===== config.mk =====
export PLATFORM = sky130hd
export DESIGN_NAME = present_sbox_layer_serial
export DESIGN_NICKNAME = d
export VERILOG_FILES = /design/src/rtl/present_sbox_layer_serial.sv
export SDC_FILE = /design/constraint.sdc
export NUM_CORES = 1
export LEC_CHECK = 0
export BUFFER_PORTS_ARGS = -buffer_cell sky130_fd_sc_hd__buf_2
export CAP_MARGIN = 20
export CORE_UTILIZATION = 50
export DETAILED_ROUTE_END_ITERATION = 8
export PLACE_DENSITY = 0.81
export SLEW_MARGIN = 10
export SYNTH_ARGS = -nofsm -noshare
export SYNTH_HDL_FRONTEND = slang
export SYNTH_SLANG_ARGS = --single-unit

===== constraint.sdc =====
create_clock -name clk -period 2.2 [get_ports clk]
set_input_delay 0.33 -clock clk [delete_from_list [all_inputs] [get_ports clk]]
set_output_delay 0.33 -clock clk [all_outputs]
set_load 0.005 [all_outputs]

===== src/rtl/present_sbox_layer_serial.sv =====
// Nibble-serial PRESENT S-box layer. A single combinational S-box is shared
// across all nibbles: the state register rotates right by one nibble per
// cycle, substituting the nibble that passes through the low position. After
// NIBBLES rotations every nibble has been substituted once and is back in
// its original position.

module present_sbox (
    input  logic [3:0] x,
    output logic [3:0] y
);
    // PRESENT 4-bit S-box lookup
    always_comb begin
        y = 4'h0;
        case (x)
            4'h0: y = 4'hC;
            4'h1: y = 4'h5;
            4'h2: y = 4'h6;
            4'h3: y = 4'hB;
            4'h4: y = 4'h9;
            4'h5: y = 4'h0;
            4'h6: y = 4'hA;
            4'h7: y = 4'hD;
            4'h8: y = 4'h3;
            4'h9: y = 4'hE;
            4'hA: y = 4'hF;
            4'hB: y = 4'h8;
            4'hC: y = 4'h4;
            4'hD: y = 4'h7;
            4'hE: y = 4'h1;
            4'hF: y = 4'h2;
            default: y = 4'h0;
        endcase
    end
endmodule

module present_sbox_layer_serial #(
    parameter int NIBBLES = 16
) (
    input  logic                 clk,
    input  logic                 rst_n,
    input  logic                 clear,
    input  logic                 in_valid,
    output logic                 in_ready,
    input  logic [4*NIBBLES-1:0] in_data,
    output logic                 out_valid,
    input  logic                 out_ready,
    output logic [4*NIBBLES-1:0] out_data,
    output logic                 busy
);
    localparam int W  = 4 * NIBBLES;
    localparam int CW = (NIBBLES > 1) ? $clog2(NIBBLES) : 1;
    localparam logic [CW-1:0] LAST = CW'(NIBBLES - 1);

    typedef enum logic [1:0] {
        IDLE = 2'd0,
        RUN  = 2'd1,
        DONE = 2'd2
    } state_t;

    state_t        state_q, state_d;
    logic [W-1:0]  buf_q, buf_d;
    logic [CW-1:0] cnt_q, cnt_d;
    logic [3:0]    sbox_out;

    present_sbox u_sbox (
        .x (buf_q[3:0]),
        .y (sbox_out)
    );

    // Next-state logic; clear overrides every handshake, buffer is left as-is
    always_comb begin
        state_d = state_q;
        buf_d   = buf_q;
        cnt_d   = cnt_q;
        if (clear) begin
            state_d = IDLE;
            cnt_d   = '0;
        end else begin
            case (state_q)
                IDLE: begin
                    if (in_valid) begin
                        buf_d   = in_data;
                        cnt_d   = '0;
                        state_d = RUN;
                    end
                end
                RUN: begin
                    buf_d = {sbox_out, buf_q[W-1:4]};
                    cnt_d = cnt_q + CW'(1);
                    if (cnt_q == LAST) state_d = DONE;
                end
                DONE: begin
                    if (out_ready) state_d = IDLE;
                end
                default: state_d = IDLE;
            endcase
        end
    end

    // State, buffer and nibble counter registers
    always_ff @(posedge clk or negedge rst_n) begin
        if (!rst_n) begin
            state_q <= IDLE;
            buf_q   <= '0;
            cnt_q   <= '0;
        end else begin
            state_q <= state_d;
            buf_q   <= buf_d;
            cnt_q   <= cnt_d;
        end
    end

    // Outputs are pure decodes of registered state
    assign in_ready  = (state_q == IDLE);
    assign out_valid = (state_q == DONE);
    assign busy      = (state_q == RUN);
    assign out_data  = buf_q;

endmodule


Yosys cells after proc, flatten, opt, wreduce, memory -nomap -nowiden
Memory sizes are Yosys's and may differ from the RTL's.
Cells that the tools add are included.
- add/sub/neg operators: 1
- equal/unequal tests: 7
- mux-type cells: 10
- bitwise operators: 1
- reduce and logical (&&, ||, !) cells: 6
- operator list (operator ; number):
    $pmux W64 S2 ; 1
    $mux W64 ; 1
    $mux W2 ; 4
    $mux W4 ; 2
    $pmux W4 S2 ; 1
    $ne A3 B2 Y1 const B ; 2
    $pmux W2 S3 ; 1
    $reduce_and A3 Y1 ; 2
    $add A4 B1 Y4 const B ; 1
    $eq A4 B4 Y1 const B ; 1
    $ne A3 B3 Y1 const B ; 1
    $reduce_bool A3 Y1 ; 1
    $eq A2 B1 Y1 const B ; 1
    $eq A2 B2 Y1 const B ; 1
    $logic_not A2 Y1 ; 1
    $ne A2 B2 Y1 const B ; 1
    $reduce_and A2 Y1 ; 1
    $reduce_bool A2 Y1 ; 1
    $not A1 Y1 ; 1
- bits in registers: 70
- bits in read-only memories: 64
- input port bits: 69
- output and inout port bits: 67
- word-level logic and storage cells: 29
- memories: 1
- memory list (name ; depth ; bits a word ; read ports ; clocked after memory_dff ; write ports ; line ; RTL):
    (name not given) ; 16 ; 4 ; 1 ; 0 ; 0 ; 14 ; case (x)

Depth between registers and ports, before layout
Gate-level depths: netlist (run 1).
- depth in word-level cells: 4
- mapped depth: 6
- depth with buffers taken out: 6

Modules after synthesis
Synthesis (run 1) repeated with hierarchy kept, for this count alone.
- cells, all modules: 334
- area, all modules: 3509.6 um^2
- modules (own cells, without submodules) (module ; instances ; cells an instance ; area each (um^2) ; sequential area each (um^2)):
    present_sbox_layer_serial ; 1 ; 316 ; 3330.7 ; 1751.7
    present_sbox ; 1 ; 18 ; 178.9 ; 0.0

Least setup slack after synthesis (run 1)
Ideal clock, no wire load.
- path type: register -> register
- from: reg buf_q[0] (netlist: out_data[0])
- to: reg buf_q[63] (netlist: out_data[63])
- setup time: 76 ps
- data arrival time: 1361 ps
- data required time: 2124 ps
- slack: 763 ps
- stages on the path, launching flop included: 7
- buffers on the path: 0
- period minus slack after synthesis: 1437 ps
- cells stage by stage: dfrtp_1 -> inv_1 -> ha_1 -> nor2b_1 -> a211oi_1 -> a211oi_1 -> o21ai_1
- longest elaborated chain between the ends: 2
- RTL lines (what ; line ; RTL):
    from (decl) ; 61 ; logic [W-1:0] buf_q, buf_d;
    from (signal assigned) ; 108 ; buf_q <= buf_d;
    $mem_v2 Z16 W4 ; -- ;
    $pmux W64 S2 ; 79 ; case (state_q)
Every way passes these cells.
A chain may end at the register's enable or synchronous reset.

Worst setup path in the final report (run 1)
- from: reg state_q[1]
- to: out busy
- longest elaborated chain between the ends: 1
- RTL lines (what ; line ; RTL):
    from (decl) ; 60 ; state_t state_q, state_d;
    from (signal assigned) ; 107 ; state_q <= state_d;
    $eq A2 B1 Y1 ; 116 ; assign busy = (state_q == RUN);
    to (decl) ; 48 ; output logic busy
Every way passes these cells.

==> results.txt, run 1 <==
Run status -> complete, but fails checks
Violated checks -> design-rule violations
Multiplexer share of the synthesized area -> 1.34%
Clock root buffer -> clkbuf_8
Tcrit/Tclk final -> 86.6%
Setup violators final -> 0
Max Cap Viol -> 0
Setup tns final -> 0 ps
Total Routing Usage GR -> 24.5%
Area Overhead vs Synth -> 25.1%
Sequential fraction of the synthesis area -> 51.9%
Worst slack, placed -> 535 ps
Synth Instances -> 402
Core Box Area -> 6420 um^2
Leakage -> 0.00207 uW
CTS Sinks -> 70
Std-Cell Rows -> 29
Int Pwr -> 2260 uW
Compound-Gate Fraction of Synth Area -> 15.5%
Initial antenna violation count -> 0
Starting Density -> 52.5%
Die area -> 7080 um^2
Net Sw Frac -> 32.2%
Sequential Area -> 1750 um^2
Worst Path Max Fanout -> 28
Max Freq -> 525 MHz
Synthesized Nets -> 477
Crit-path cells -> nand2b_2, inv_2, buf_2
Critical Path AT -> 1570 ps
DRC violations left -> 14
Tmin final -> 1900 ps
GP Congestion -> 0.750
VDD IR-drop max -> 0.431 mV
Actual slew at the worst max-slew pin -> 672 ps
Max clock buf depth -> 2
Count of final max-slew check failures -> 0
Worst EP required -> 1870 ps
Min-Delay Path Class -> in2async
Fraction of layout cells with a size suffix above 1 -> 31.2%
Post-synthesis xor/xnor area fraction -> 0.260%
Postcts setup bufs -> 0
Via density -> 5.42
Synth Area in Simple Gates -> 23.6%
Post-synth cell types -> 27
First-pass GRT wire length -> 13700 um
Area of the mapped netlist -> 3370 um^2
Port Buffers -> 135
Pwr Density -> 792 nW/um^2
Vias in the first global route -> 2939
Initial DRC Count -> 212
Wirelength per Cell -> 13.9 um
Max_slew headroom -> 55.2%
Antenna diodes -> 0
Clock transition at the registers of the reported paths -> 70 ps
WL final -> 8430 um
TritonCTS buffer count -> 9
Worst Setup Start Kind -> flip-flop
Combinational fraction of design power -> 24.0%
Final worst setup slack -> 296 ps
Largest family of logic cells by synthesized area -> simple AND/OR/NAND/NOR gates
CTS tree -> yes
Post-synthesis adder-cell area fraction -> 2.23%
TritonRoute pass-1 iters -> 7
Flop pwr share -> 50.5%
Clock power frac -> 25.5%
# H-tree levels -> 3
Largest net degree at the start of global routing -> 105
Footprint of the multi-input gates -> 1450 um^2
Number of synthesized flops with an enable pin -> 0
Post-CTS Resized -> 0
Die width -> 84.1 um
Kind of critical path -> reg2out
RSZ-0062 raised after global routing -> false
Clock latency on the worst-skew pair -> 340 ps
Synth Warn # -> 0
Nets -> 600
Cts hold-fix bufs -> 0
IO Pins -> 136
Post-route ant nets -> 0
Asr flop ratio synth -> 100%
Worst Clk Skew -> 7.24 ps
Crit-path slowest cell -> dfrtp_1
GR Overflow Total -> 0
Sw power -> 1080 uW
Final Hold Viols -> 0
Mean Syn Cell Area -> 8.39 um^2
Flop and latch count out of synthesis -> 70
Die Y-Extent -> 84.1 um
Fillers -> 567
DP Wirelength -> 5850 um
Dominant synthesized flop cell -> dfrtp_1
Slowest stage delay, CP -> 430 ps
Critical path capture point type -> output port
Total number of vias -> 3282
[critical path, delay by kind of cell (launching register included)]
kind | cells | cell delay [ps]
buffers and inverters | 2 | 600
flip-flops | 1 | 430
AND/OR/NAND/NOR | 1 | 210
[power by group through the flow]
stage | Sequential [uW] | Combinational [uW] | Clock (uW)
after floorplan | 1680 | 436 | 0
after global placement | 1710 | 780 | 0
after detailed placement | 1710 | 806 | 0
after CTS | 1690 | 809 | 872
after global routing | 1720 | 902 | 926
final | 1690 | 801 | 852
[state kept, by name, summed over array words and instances (netlist names)]
name / count
out_data: 64
cnt_q: 4
state_q: 2
[kinds of logic after synthesis]
group	count (synthesis)
and+or+nand+nor	206
adders and majority gates	6
buffers and inverters	34
xor gates and xnor gates	1
AOI/OAI and AO/OA	82
muxes	3
DFF	70
[synth_stat cells, types with 2 or more instances]
cell type,n,share of area (%)
o21ai_1,2,0.30
nor2b_1,3,0.56
dfrtp_1,70,52
a211oi_1,5,1.1
buf_2,20,3.0
a31oi_1,60,11
nor2_1,75,8.3
a21oi_1,5,0.74
mux2_2,2,0.67
inv_1,3,0.33
clkbuf_1,3,0.33
nand2_1,124,14
a41oi_1,2,0.52
buf_4,6,1.3
ha_1,6,2.2
a22oi_1,3,0.67
o21ai_0,3,0.44
[metrics by stage]
step	hold WS (ps)	area, um^2	total power (uW)	std cells	util [%]
floorplan	34.4	3370	2120	402	-
global placement	382	4070	2480	591	63.3
detailed placement	390	4070	2520	591	63.3
CTS	16.5	4220	3370	606	65.7
global route	34.9	4220	3550	606	65.7
finish	12.3	4220	3340	606	65.7
[metal layers]
metal / share of wire, % / GRT usage (%)
met1: 44 / 33.6
met2: 49 / 38.6
met3: 5.5 / 5.01
met4: 1.9 / 9.56
met5: 0 / 0
[area by class of cell]
class | instances | share of cell area [%]
repair buffers | 142 | 17.9
flip-flops and latches | 70 | 41.5
clock buffers | 9 | 2.94
well taps | 77 | 2.28
clock inverters | 6 | 0.712
inverters | 4 | 0.356
multi-input cells | 298 | 34.3
[cells in the final DEF (no fill, tap or decap), drive strengths merged]
master,instances
dfrtp,70
a31oi,60
clkbuf,9
mux4,1
nor2,76
a211oi,5
nand3,1
nand2,124
o21ai,5
a21oi,5
ha,6
nor2b,3
a22oi,3
or2,1
mux2,2
inv,4
a211o,1
xnor2,1
o21bai,1
a41oi,2
buf,142
clkinv,6
nand2b,1
[final timing paths]
kind                                          start                       end  slack, ps  cells after the start
max                          state_q[1]$_DFFE_PN0P_                      busy        300                      3
min                                           rst_n  out_data[27]$_DFFE_PN0P_         10                      2
max reg2reg                  state_q[1]$_DFFE_PN0P_  out_data[52]$_DFFE_PN0P_        550                      5
min reg2reg                out_data[60]$_DFFE_PN0P_  out_data[60]$_DFFE_PN0P_        520                      2
max in group asynchronous                     rst_n  out_data[50]$_DFFE_PN0P_       1790                      2
min in group clk                        in_data[40]  out_data[40]$_DFFE_PN0P_        240                      3
Note: power is estimated with default switching activity, not from simulation.
==> run 2, diff against run 1 <==
--- a/config.mk
+++ b/config.mk
@@ -9,6 +9,7 @@
 export CAP_MARGIN = 20
 export CORE_UTILIZATION = 50
 export DETAILED_ROUTE_END_ITERATION = 8
+export MAX_ROUTING_LAYER = met4
 export PLACE_DENSITY = 0.81
 export SLEW_MARGIN = 10
 export SYNTH_ARGS = -nofsm -noshare
==> run 2 against run 1 <==
Net effect: the flow still finishes with violations (design-rule violations); sequential cell count did not move; maximum frequency fell by 0.21%; die area did not move; first-iteration DRC count fell by 0.47%; largest cell class unchanged; largest power group unchanged.
==> results.txt, run 2 (synthesis gave the netlist of run 1 again) <==
Run status -> complete, but fails checks
Violated checks -> design-rule violations
GR Overflow Total -> 0 (unchanged)
Total number of vias -> 3232 (-1.5%)
Die width -> 84.1 um (unchanged)
First-pass GRT wire length -> 13700 um (unchanged)
Tcrit/Tclk final -> 86.7% (+0.18 points)
Final Total Pwr -> 3340 uW (about the same)
Post-CTS Resized -> 0 (unchanged)
Fraction of layout cells with a size suffix above 1 -> 31.2% (unchanged)
Vias in the first global route -> 2944 (+0.17%)
Worst Path Max Fanout -> 28 (unchanged)
Wirelength per Cell -> 13.9 um (-0.25%)
Postcts setup bufs -> 0 (unchanged)
Largest delay share family, worst path -> buffers and inverters
Clock transition at the registers of the reported paths -> 70 ps (about the same)
Most frequent cells in the layout -> buf_2, nand2_1, nor2_1
Critical path capture point type -> output port
TritonRoute pass-1 iters -> 6 (-1)
Worst slack, placed -> 535 ps (unchanged)
Initial antenna violation count -> 0 (unchanged)
Max Freq -> 524 MHz (-0.21%)
Max_slew headroom -> 55.5% (+0.31 points)
Clock latency on the worst-skew pair -> 340 ps (about the same)
Crit-path slowest cell -> dfrtp_1
CTS tree -> yes
Worst Setup Start Kind -> flip-flop
Setup tns final -> 0 ps (unchanged)
Most common cell after layout, fill and taps aside -> buf_2
Area Overhead vs Synth -> 25.1% (unchanged)
WL final -> 8410 um (-0.25%)
CP bufs+invs -> 2 (unchanged)
Total Routing Usage GR -> 25.2% (+0.73 points)
DP Wirelength -> 5850 um (unchanged)
GP Congestion -> 0.760 (+1.3%)
Clock root buffer -> clkbuf_8
Final Hold Viols -> 0 (unchanged)
Std-Cell Rows -> 29 (unchanged)
Port Buffers -> 135 (unchanged)
Flop2flop setup slack -> 540 ps (about the same)
DP Area -> 4070 um^2 (unchanged)
Die Y-Extent -> 84.1 um (unchanged)
TritonCTS buffer count -> 9 (unchanged)
Util after Layout -> 65.7% (unchanged)
Antenna diodes -> 0 (unchanged)
Die area -> 7080 um^2 (unchanged)
CTS Sinks -> 70 (unchanged)
Pwr Density -> 792 nW/um^2 (about the same)
Kind of critical path -> reg2out
Via density -> 5.33 (-1.5%)
VDD IR-drop max -> 0.431 mV (-0.10%)
Actual slew at the worst max-slew pin -> 667 ps (-4.63 ps)
Initial DRC Count -> 211 (-0.47%)
Count of final max-slew check failures -> 0 (unchanged)
Worst Clk Skew -> 7.92 ps (+0.680 ps)
Core Box Area -> 6420 um^2 (unchanged)
Post-route ant nets -> 0 (unchanged)
Leakage -> 0.00207 uW (unchanged)
Critical Path AT -> 1580 ps (about the same)
Crit-path cells -> nand2b_2, inv_2, buf_2
Nets -> 600 (unchanged)
Tmin final -> 1910 ps (+3.99 ps)
DRC violations left -> 14 (unchanged)
RSZ-0062 raised after global routing -> false
# H-tree levels -> 3 (unchanged)
Min-Delay Path Class -> in2async
Cts hold-fix bufs -> 0 (unchanged)
IO Pins -> 136 (unchanged)
Slowest stage delay, CP -> 430 ps (about the same)
Max clock buf depth -> 2 (unchanged)
Starting Density -> 52.5% (unchanged)
Final instance area -> 4220 um^2 (unchanged)
Worst EP required -> 1870 ps (about the same)
Largest net degree at the start of global routing -> 105 (unchanged)
Max reg flops -> 64 (unchanged)
Final worst setup slack -> 292 ps (-3.99 ps)
Max Cap Viol -> 0 (unchanged)
Setup violators final -> 0 (unchanged)
-- run 2: worst reg2reg max path, delay by kind of cell, from the launching register on --
kind / cells / cell delay [ps]
and+or+nand+nor: 2 / 290
AOI/OAI and AO/OA: 1 / 170
buffers and inverters: 2 / 690
DFF: 1 / 430
-- run 2: layer usage --
metal	GRT usage (%)	share of wire (%)	routed length [um]	vias to the layer above
met5	-	0	0	-
met4	9.56	1.8	149	0
met3	4.72	5.9	492	14
met2	38.6	49	4120	98
met1	33.7	43	3640	1523
li1	-	-	-	1597
-- run 2: final cells by class --
| type | count | area, um^2 |
|---|---|---|
| clock buffer | 9 | 124 |
| clock inverter | 6 | 30.0 |
| fill | 567 | 2200 |
| inverter | 4 | 15.0 |
| multi-input combinational | 298 | 1450 |
| sequential | 70 | 1750 |
| tap | 77 | 96.3 |
| timing repair buffer | 142 | 753 |
-- run 2: worst paths after layout --
kind / from / end / cells after the start
max: state_q[1]$_DFFE_PN0P_ / busy / 3
min reg2reg: out_data[60]$_DFFE_PN0P_ / out_data[60]$_DFFE_PN0P_ / 2
max reg2reg: state_q[1]$_DFFE_PN0P_ / out_data[52]$_DFFE_PN0P_ / 5
min in group clk: in_data[40] / out_data[40]$_DFFE_PN0P_ / 3
max in group asynchronous: rst_n / out_data[50]$_DFFE_PN0P_ / 2
min: rst_n / out_data[26]$_DFFE_PN0P_ / 2
-- run 2: stage by stage --
stage,cells,hold WS (ps)
CTS,606,16.5
floorplan,402,34.4
global placement,591,382
detailed placement,591,390
global route,606,37.6
finish,606,15.2
-- run 2: power by group --
group	internal (uW)	switching [uW]	total (uW)	leakage, uW
logic	383	418	800	0.00119
clock network	390	463	853	0.0000882
registers	1490	196	1690	0.000796
total	2260	1080	3340	0.00207
==> run 3, diff against run 2 <==
--- a/config.mk
+++ b/config.mk
@@ -7,10 +7,10 @@
 export LEC_CHECK = 0
 export BUFFER_PORTS_ARGS = -buffer_cell sky130_fd_sc_hd__buf_2
 export CAP_MARGIN = 20
-export CORE_UTILIZATION = 50
+export CORE_UTILIZATION = 44
 export DETAILED_ROUTE_END_ITERATION = 8
 export MAX_ROUTING_LAYER = met4
-export PLACE_DENSITY = 0.81
+export PLACE_DENSITY = 0.77
 export SLEW_MARGIN = 10
 export SYNTH_ARGS = -nofsm -noshare
 export SYNTH_HDL_FRONTEND = slang
==> constraint.sdc (replaced) <==
create_clock -name clk -period 1.6 [get_ports clk]
set_input_delay 0.24 -clock clk [delete_from_list [all_inputs] [get_ports clk]]
set_output_delay 0.24 -clock clk [all_outputs]
set_load 0.005 [all_outputs]
==> run 3 against run 2 <==
Net effect: the flow now finishes without violations; non-clock buffer count rose by 11; utilization down 4.4 points; clock skew up 0.84 ps; sequential share of layout area is 2.5 points lower; critical path depth grew 1; clock-buffer cell count grew 2; clock power is 85% higher; worst setup slack got worse by 220 ps; largest cell class unchanged; hold slack improved by 140 ps; largest power group unchanged; sequential power grew 37%; die area up 13%.
==> results.txt, run 3 (synthesis gave the netlist of run 1 again) <==
Run status -> completed
Sw power -> 1490 uW (+38%)
Clock root buffer -> clkbuf_8
Vias in the first global route -> 2970 (+0.88%)
Non-filler cells, final -> 639 (+5.4%)
GR Overflow Total -> 0 (unchanged)
# H-tree levels -> 3 (unchanged)
Min-Delay Path Class -> in2reg
Area Overhead vs Synth -> 33.3%
Hold slack -> 151 ps (+135 ps)
Placed instance count -> 617 (+4.4%)
Total number of vias -> 3327 (+2.9%)
Flop2flop setup slack -> 100 ps (-440 ps)
WL final -> 8720 um (+3.7%)
Clock latency on the worst-skew pair -> 330 ps (about the same)
Leakage -> 0.00219 uW (+5.3%)
Tmin final -> 1530 ps
RSZ-0062 raised after global routing -> false
Combinational fraction of design power -> 23.4% (-0.6 points)
Most common cell after layout, fill and taps aside -> buf_2
Setup tns final -> 0 ps (unchanged)
Clock power frac -> 31.1% (+5.6 points)
Largest net degree at the start of global routing -> 71 (-32%)
Fraction of layout cells with a size suffix above 1 -> 33.1% (+2.0 points)
Net Sw Frac -> 29.3% (-2.9 points)
Max Freq -> 653 MHz
Max_slew headroom -> 72.7% (+17 points)
Kind of critical path -> reg2out
Max reg flops -> 64 (unchanged)
Initial DRC Count -> 215 (+1.9%)
Final worst setup slack -> 67.7 ps (-224 ps)
Std-Cell Rows -> 31 (+6.9%)
Setup violators final -> 0 (unchanged)
DP Wirelength -> 5930 um (+1.3%)
Die area -> 8020 um^2 (+13%)
TritonCTS buffer count -> 9 (unchanged)
Tcrit/Tclk final -> 95.8%
Port Buffers -> 135 (unchanged)
CTS tree -> yes
GP Congestion -> 0.797 (+4.9%)
Worst EP required -> 1360 ps (-510 ps)
Starting Density -> 46.0% (-6.5 points)
Flop pwr share -> 45.5% (-5.0 points)
DRC violations left -> 0 (-14)
Wirelength per Cell -> 13.6 um (-1.7%)
Core Box Area -> 7330 um^2 (+14%)
Pwr Density -> 1130 nW/um^2 (+43%)
Critical Path AT -> 1290 ps (-290 ps)
Antenna diodes -> 0 (unchanged)
Worst Path Max Fanout -> 14 (-50%)
Clock transition at the registers of the reported paths -> 70 ps (about the same)
Nets -> 611 (+1.8%)
Max Cap Viol -> 0 (unchanged)
Int Pwr -> 3590 uW (+58%)
Post-route ant nets -> 0 (unchanged)
VDD IR-drop max -> 0.554 mV (+29%)
Count of final max-slew check failures -> 0 (unchanged)
DP Area -> 4170 um^2 (+2.6%)
Worst Clk Skew -> 8.77 ps (+0.843 ps)
Actual slew at the worst max-slew pin -> 410 ps (-257 ps)
Max clock buf depth -> 2 (unchanged)
Via density -> 5.21 (-2.4%)
Most frequent cells in the layout -> buf_2, nand2_1, nor2_1
Worst Setup Start Kind -> flip-flop
Fillers -> 626 (+10%)
Critical path capture point type -> output port
Worst slack, placed -> 34.5 ps (-500 ps)
Total Routing Usage GR -> 22.0% (-3.3 points)
Die Y-Extent -> 89.6 um (+6.4%)
Die width -> 89.6 um (+6.4%)
Final Hold Viols -> 0 (unchanged)
IO Pins -> 136 (unchanged)
First-pass GRT wire length -> 13000 um (-4.7%)
Final instance area -> 4500 um^2 (+6.6%)
TritonRoute pass-1 iters -> 5 (-1)
CTS Sinks -> 70 (unchanged)
Initial antenna violation count -> 0 (unchanged)
run 3: cell count changes in the layout (fill, tap and decap cells not counted), sizes merged:
cell	delta
dlygate4sd3	+1
buf	+9
clkinv	-4
bufinv	+2
clkbuf	+3
run 3: layout make-up:
cell class | instances | area [um^2] | share of cell area (%)
repair buffers | 153 | 918 | 20.4
flip-flops and latches | 70 | 1750 | 39.0
clock inverters | 4 | 70.1 | 1.56
well taps | 99 | 124 | 2.75
inverters | 4 | 17.5 | 0.390
multi-input cells | 298 | 1460 | 32.5
clock buffers | 11 | 151 | 3.37
run 3: stage by stage:
| step | util (%) | power [uW] |
|---|---|---|
| after global placement | 56.9 | 3450 |
| after detailed placement | 56.9 | 3490 |
| final | 61.3 | 5080 |
| after global routing | 61.3 | 5380 |
| after CTS | 60.3 | 5090 |
| after floorplan | - | 2910 |
run 3: worst paths after layout:
check	from	to	depth (start not counted)
max	state_q[1]$_DFFE_PN0P_	busy	4
min reg2reg	out_data[63]$_DFFE_PN0P_	out_data[63]$_DFFE_PN0P_	2
max in group asynchronous	rst_n	out_data[1]$_DFFE_PN0P_	3
min in group asynchronous	rst_n	out_data[30]$_DFFE_PN0P_	3
max reg2reg	out_data[0]$_DFFE_PN0P_	out_data[63]$_DFFE_PN0P_	6
min	in_data[4]	out_data[4]$_DFFE_PN0P_	3
run 3: power groups by stage:
stage	Combinational [uW]	Sequential (uW)	Clock [uW]
finish	1190	2310	1580
global route	1340	2350	1690
floorplan	599	2310	0
CTS	1160	2310	1620
global placement	1120	2330	0
detailed placement	1160	2340	0
run 3: routing by layer:
metal  GRT usage [%]  share of wire [%]  vias up
met5               -                  0        -
li1                -                  -     1614
met1            26.8                 44     1575
met3            5.36                5.7       14
met2            35.7                 49      124
met4            7.22                1.5        0
run 3: critical path, cell delays in order (launching register included):
cell and delay (ps):
dfrtp_2 430, nand2b_4 170, inv_4 90, buf_12 150, buf_2 120
run 3: what timing repair did:
action	CTS	global route
endpoints found under the setup margin	1	53
hold endpoints to repair	70	0
hold buffers	1	0
gates cloned	0	1
pin swaps	0	2
resized for setup	2	4
buffers inserted	1	4
